## config.mk

```make
export PLATFORM = sky130hd
export DESIGN_NAME = instr_fetch_buffer
export DESIGN_NICKNAME = d
export VERILOG_FILES = /design/src/rtl/instr_fetch_buffer.sv
export SDC_FILE = /design/constraint.sdc
export NUM_CORES = 1
export LEC_CHECK = 0
export ABC_AREA = 1
export CAP_MARGIN = 40
export CORE_ASPECT_RATIO = 0.9
export CORE_MARGIN = 5
export CORE_UTILIZATION = 45
export CTS_CLUSTER_DIAMETER = 100
export DETAILED_ROUTE_END_ITERATION = 10
export GPL_TIMING_DRIVEN = 0
export PLACE_DENSITY = 0.64
export SYNTH_ARGS = -nofsm -noshare
export SYNTH_HDL_FRONTEND = slang
export SYNTH_SLANG_ARGS = --single-unit
```

## constraint.sdc

```tcl
create_clock -name clk -period 30.2 [get_ports clk]
set_input_delay 6.04 -clock clk [delete_from_list [all_inputs] [get_ports clk]]
set_output_delay 6.04 -clock clk [all_outputs]
set_load 0.1 [all_outputs]
```

## src/rtl/instr_fetch_buffer.sv

```systemverilog
// Instruction fetch buffer: issues one-bundle fetch requests and queues the responses in a DEPTH-entry FIFO.
// Optional stall counter output enabled by defining IFB_PERF_CNT_EN.
module instr_fetch_buffer #(
    parameter int ADDR_W  = 8,
    parameter int FETCH_W = 2,
    parameter int DEPTH   = 4
) (
    input  logic                   clk,
    input  logic                   reset,
    input  logic                   enable,
    input  logic                   redirect,
    input  logic [ADDR_W-1:0]      redirect_pc,
    output logic                   mem_req,
    output logic [ADDR_W-1:0]      mem_addr,
    input  logic [FETCH_W*32-1:0]  mem_rdata,
    output logic                   out_valid,
    input  logic                   out_ready,
    output logic [FETCH_W*32-1:0]  out_instr,
    output logic [ADDR_W-1:0]      out_pc
`ifdef IFB_PERF_CNT_EN
    ,
    output logic [31:0]            stall_cycles
`endif
);

    localparam int PTR_W  = (DEPTH > 1) ? $clog2(DEPTH) : 1;
    localparam int CNT_W  = PTR_W + 1;
    localparam int DATA_W = FETCH_W * 32;
    localparam logic [CNT_W-1:0]  DEPTH_C = CNT_W'(DEPTH);
    localparam logic [ADDR_W-1:0] PC_STEP = ADDR_W'(FETCH_W);

    typedef enum logic {
        IDLE,
        FETCH
    } state_e;

    state_e              state_q, state_d;
    logic [ADDR_W-1:0]   fetch_pc_q, fetch_pc_d;
    logic                inflight_q, inflight_d;
    logic [ADDR_W-1:0]   inflight_pc_q, inflight_pc_d;
    logic [PTR_W-1:0]    rd_ptr_q, rd_ptr_d;
    logic [PTR_W-1:0]    wr_ptr_q, wr_ptr_d;
    logic [CNT_W-1:0]    count_q, count_d;
    logic [DATA_W-1:0]   instr_q [DEPTH];
    logic [DATA_W-1:0]   instr_d [DEPTH];
    logic [ADDR_W-1:0]   pc_q [DEPTH];
    logic [ADDR_W-1:0]   pc_d [DEPTH];

    logic credit_ok;
    logic push;
    logic pop;

    // Credits count the inflight response so a returning bundle always has a free slot.
    always_comb begin
        credit_ok = (count_q + CNT_W'(inflight_q)) < DEPTH_C;
        mem_req   = (state_q == FETCH) && enable && !redirect && credit_ok;
        mem_addr  = fetch_pc_q;
        out_valid = (count_q != '0) && !redirect;
        out_instr = instr_q[rd_ptr_q];
        out_pc    = pc_q[rd_ptr_q];
        push      = inflight_q && !redirect;
        pop       = out_valid && out_ready;
    end

    always_comb begin
        state_d = state_q;
        case (state_q)
            IDLE:    if (enable)  state_d = FETCH;
            FETCH:   if (!enable) state_d = IDLE;
            default: state_d = IDLE;
        endcase
    end

    // NOTE: every _d signal takes its _q value first, so no path through this block leaves it unassigned (no latch).
    always_comb begin
        fetch_pc_d    = fetch_pc_q;
        inflight_d    = inflight_q;
        inflight_pc_d = inflight_pc_q;
        rd_ptr_d      = rd_ptr_q;
        wr_ptr_d      = wr_ptr_q;
        count_d       = count_q;
        instr_d       = instr_q;
        pc_d          = pc_q;

        if (redirect) begin
            // Flush: the inflight response is dropped by simply never pushing it.
            fetch_pc_d = redirect_pc;
            inflight_d = 1'b0;
            rd_ptr_d   = '0;
            wr_ptr_d   = '0;
            count_d    = '0;
        end else begin
            inflight_d = mem_req;
            if (mem_req) begin
                fetch_pc_d    = fetch_pc_q + PC_STEP;
                inflight_pc_d = fetch_pc_q;
            end
            if (push) begin
                instr_d[wr_ptr_q] = mem_rdata;
                pc_d[wr_ptr_q]    = inflight_pc_q;
                wr_ptr_d          = wr_ptr_q + PTR_W'(1);
            end
            if (pop) begin
                rd_ptr_d = rd_ptr_q + PTR_W'(1);
            end
            case ({push, pop})
                2'b10:   count_d = count_q + CNT_W'(1);
                2'b01:   count_d = count_q - CNT_W'(1);
                default: count_d = count_q;
            endcase
        end
    end

    // NOTE: sequential state uses non-blocking assignments so every flop samples pre-edge values.
    always_ff @(posedge clk or posedge reset) begin
        if (reset) begin
            state_q       <= IDLE;
            fetch_pc_q    <= '0;
            inflight_q    <= 1'b0;
            inflight_pc_q <= '0;
            rd_ptr_q      <= '0;
            wr_ptr_q      <= '0;
            count_q       <= '0;
        end else begin
            state_q       <= state_d;
            fetch_pc_q    <= fetch_pc_d;
            inflight_q    <= inflight_d;
            inflight_pc_q <= inflight_pc_d;
            rd_ptr_q      <= rd_ptr_d;
            wr_ptr_q      <= wr_ptr_d;
            count_q       <= count_d;
        end
    end

    // NOTE: the bundle storage is reset as well, so out_instr/out_pc read zero straight out of reset.
    always_ff @(posedge clk or posedge reset) begin
        if (reset) begin
            for (int i = 0; i < DEPTH; i++) begin
                instr_q[i] <= '0;
                pc_q[i]    <= '0;
            end
        end else begin
            for (int i = 0; i < DEPTH; i++) begin
                instr_q[i] <= instr_d[i];
                pc_q[i]    <= pc_d[i];
            end
        end
    end

`ifdef IFB_PERF_CNT_EN
    logic [31:0] stall_q, stall_d;

    always_comb begin
        stall_d = stall_q;
        if ((state_q == FETCH) && enable && !redirect && !credit_ok && (stall_q != '1)) begin
            stall_d = stall_q + 32'd1;
        end
    end

    always_ff @(posedge clk or posedge reset) begin
        if (reset) begin
            stall_q <= '0;
        end else begin
            stall_q <= stall_d;
        end
    end

    assign stall_cycles = stall_q;
`endif

endmodule
```

Word-level counts from Yosys, hierarchy flattened --
Index checks and enable logic that the tools add are counted.
Storage, ports and cells: memory bits (writable) 0, word-level logic and storage cells 67, bits in registers 313, ROM bits 0, bits in latches 0, memories 0, output and inout port bits 82, input bits 77
Operators by class: div/mod/pow operators 0, $mul 0, bitwise logic cells 3, reductions and logical operators 15, mux-type cells 22, $lt $le $gt $ge 4, equal/unequal tests 2, shift operators 0, $add $sub $neg 6
Operator list (count):
- 256-bit bitwise mux | 1
- 64-bit two-way mux | 3
- 64-bit binary-select mux with 2-bit select | 1
- 64-bit demux with 2-bit select | 1
- 8-bit two-way mux | 5
- 32-bit bitwise mux | 1
- 8-bit binary-select mux with 2-bit select | 1
- 8-bit demux with 2-bit select | 1
- 8-bit by 2-bit adder with 8-bit output (second input constant) | 1
- 2-bit two-way mux | 4
- 1-bit logical AND | 7
- 3-bit >= comparator (second input constant) | 2
- 2-bit inverter with 3-bit output | 2
- 3-bit case mux with 2 select lines | 1
- 2-bit nonzero test | 3
- 3-bit nonzero test | 2
- 2-bit by 1-bit adder with 2-bit output (second input constant) | 2
- 2-bit AND reduction | 2
- 3-bit by 1-bit adder with 3-bit output | 1
- 3-bit by 1-bit adder with 3-bit output (second input constant) | 1
- 3-bit by 1-bit < comparator with 1-bit output (second input constant) | 1
- 3-bit < comparator (second input constant) | 1
- 3-bit two-way mux | 1
- 3-bit by 1-bit subtractor with 3-bit output (second input constant) | 1
- 5 further kinds | 6

Logic depth before layout (Yosys ltp) --
depth in word-level cells 6, depth in mapped cells 11, depth with buffers taken out 11

Least setup slack after synthesis --
No wires, ideal clock.
kind in2out, start input redirect, end output out_valid, setup slack 16.439 ns, data arrival time 7.721 ns, stages on the path 2, cells stage by stage buf_2 > a21oi_1
On the way: longest elaborated chain between the ends 2
RTL lines:
- start, declared | line 11 | input logic redirect,
- 1-bit logical NOT | line 58 | out_valid = (count_q != '0) && !redirect;
- 1-bit logical AND | line 58
- end, declared | line 16 | output logic out_valid,
No other way between the ends.

Final worst setup path --
start input enable, end output mem_req
On the way: longest elaborated chain between the ends 3
RTL lines:
- start, declared | line 10 | input logic enable,
- 1-bit logical AND (3 in a row) | line 56 | mem_req = (state_q == FETCH) && enable && !redirect && credit_ok;
- end, declared | line 13 | output logic mem_req,
No other way between the ends.

==> flow_summary.json <==
{
  "die_w_um": 193,
  "period_minus_slack_ps": 13930,
  "ys_seq_elements": 313,
  "cp-end-kind": "primary output",
  "rsz0062_at_grt": "no",
  "relSlewSlack_pct": 52.0,
  "leakage_uw": 0.00864,
  "cts.sinks": 313,
  "p_int_uw": 874,
  "min_from": "instr_q[68]$_DFFE_PP0P_",
  "synth_nets": 1644,
  "synth_area_leader_cell": "dfrtp_1",
  "rr_worst_depth": 4,
  "io_pins": 159,
  "nFillCells": 2617,
  "p_clk_share_pct": 31.1,
  "via_per_inst": 5.38,
  "place.gp.congestion": 0.809,
  "cts.path.max_buffers": 3,
  "postCtsHoldBufs": 0,
  "syn_inst": 1561,
  "cts_buffers": 35,
  "setup_tns_ps": 0,
  "cts_root_buf": "clkbuf_16",
  "regToRegStartpoint": "rd_ptr_q[0]$_DFFE_PP0P_",
  "grt_pass1_vias": 12249,
  "rrSetupSlack_ps": 28250,
  "n_antenna_cell": 0,
  "htreeDepth": 2,
  "overflow": 0,
  "skew_ps": 16.2,
  "fp-row-count": 60,
  "final_antenna_net_count": 0,
  "hp-class": "reg2reg",
  "multiInputGateArea_sq_um": 4830,
  "switching_share_pct": 35.5,
  "critPathLaunch": "enable",
  "critPathArrivalTime_ps": 7890,
  "final_common_cell": "o21ai_0",
  "worstSetupStartpointType": "input port",
  "hpwl_um": 27300,
  "grt.total_usage_pct": 24.2,
  "worst-setup-path-type": "in2out",
  "clkTransAtPathRegs_ps": 50,
  "via_count": 12213,
  "fp.dieH_um": 175,
  "rr_endpoint": "rd_ptr_q[0]$_DFFE_PP0P_",
  "layout_common_cells": "o21ai_0, nand2_1, dfrtp_1, clkdlybuf4s50_1, nor2_1",
  "min_delay_path_depth": 2,
  "grt_pass1_wl_um": 67000,
  "status": "finished, final reports clean",
  "insertion_delay_ps": 520,
  "cts_tree": "done",
  "core_sq_um": 29900,
  "hold_viol": 0,
  "grt_antenna_before_repair": 0,
  "cts_setup_buffers": 0,
  "post-route-period-util_pct": 46.1,
  "seq_power_share_pct": 35.4,
  "initial_core_util_pct": 45.6,
  "netlist.area_leader.share_pct": 57.5,
  "dp_slack_ps": 16250,
  "ys_warn_count": 0,
  "yosysSeqAreaShare_pct": 57.5,
  "setup_viol": 0,
  "path_max_fanout": 10,
  "required_ps": 24160,
  "hold_end": "instr_q[68]$_DFFE_PP0P_",
  "synth_area_per_cell_sq_um": 8.73,
  "grt_max_degree": 121,
  "synth_cell_types": 24,
  "wire_per_inst_um": 18.2,
  "dr.first_iter.drc_count": 945,
  "peakVddDrop_mv": 0.0455,
  "drv_slew": 0,
  "seq_area_sq_um": 7830,
  "netlist_top_cells_area": "dfrtp_1, o21ai_0, nand2_1",
  "port_buffers": 157,
  "comb_power_share_pct": 33.5,
  "max_freq_mhz": 71.8,
  "max_slew.worst_pin.slew_ps": 720,
  "netlist_area_sq_um": 13600,
  "worst_slack_ps": 16270,
  "remaining_drc_errors": 0,
  "drt-total-wl_um": 41400,
  "cts.repair.resized": 0,
  "maxCapViolCount": 0,
  "drive_above_1_share_pct": 9.60,
  "power_density_nw_per_um2": 74.1,
  "p_total_uw": 1350,
  "power.switching_uw": 481,
  "firstDrtPassIters": 5,
  "die-area_sq_um": 33900,
  "fin_nets": 1923,
  "area_growth_pct": 34.0
}
[cells in the mapped netlist (all sizes together)]
cell type,number
nand3,14
dfrtp,313
ha,5
nor2,152
o21ai,444
nand3b,1
xor2,3
inv,88
clkbuf,74
o22ai,72
nand2,350
a22o,1
clkinv,1
nand4,2
buf,37
xnor2,1
fa,1
a21oi,2
[power groups by stage]
stage / Sequential [uW] / Combinational [uW] / Clock (uW)
detailed placement: 486 / 455 / 0
floorplan: 491 / 263 / 0
finish: 480 / 453 / 421
global route: 484 / 477 / 446
global placement: 486 / 358 / 0
CTS: 479 / 456 / 428
[worst max path at each step]
stage                                     endpoint  depth (start not counted)
after floorplan             count_q[0]$_DFFE_PP0P_                          1
after global placement    instr_q[196]$_DFFE_PP0P_                          2
after detailed placement                   mem_req                          8
after CTS                                  mem_req                          8
after global routing                       mem_req                          8
final                                      mem_req                          8
[cell families after synthesis]
family | count (synthesis) | share of synthesized area, %
flops | 313 | 57.5
fa+ha+maj | 6 | 0.606
simple gates | 519 | 14.8
compound gates | 519 | 19.7
xor+xnor | 4 | 0.257
buf+inv | 200 | 7.11
[final cells by class]
type	count	area share [%]
Sequential cell	313	42.9
Multi-Input combinational cell	1048	26.4
Timing Repair Buffer	242	16.3
Clock buffer	54	5.68
Buffer	111	3.48
Tap cell	403	2.76
Inverter	89	1.87
Clock inverter	8	0.555
[state kept, by name, indices dropped and copies added, names as in the netlist]
register	flops
state_q	1
mem_addr	8
wr_ptr_q	2
count_q	3
rd_ptr_q	2
instr_q	256
inflight_q	1
inflight_pc_q	8
pc_q	32
[layer usage]
layer / GRT usage, % / vias up / wire length [um]
li1: - / 5736 / -
met1: 35.0 / 6035 / 19100
met2: 38.8 / 374 / 19200
met3: 3.22 / 68 / 2090
met4: 6.37 / 0 / 961
met5: 0 / - / 0
[critical path, cell delays in order]
cell	delay, ps
clkdlybuf4s50_1	470
nand2_1	50
nor2_1	70
nand3_1	100
inv_1	170
buf_2	240
clkdlybuf4s50_1	540
buf_8	200
[metrics by stage]
| stage | std cells | hold WS, ps | area [sq um] | utilization (%) |
|---|---|---|---|---|
| CTS | 2268 | 482 | 18300 | 61.1 |
| global placement | 2121 | 461 | 15700 | 52.6 |
| detailed placement | 2206 | 468 | 17100 | 57.3 |
| global route | 2268 | 492 | 18300 | 61.1 |
| floorplan | 1561 | 448 | 13600 | - |
| finish | 2268 | 476 | 18300 | 61.1 |
No activity file was read; power rests on OpenSTA's default activity.
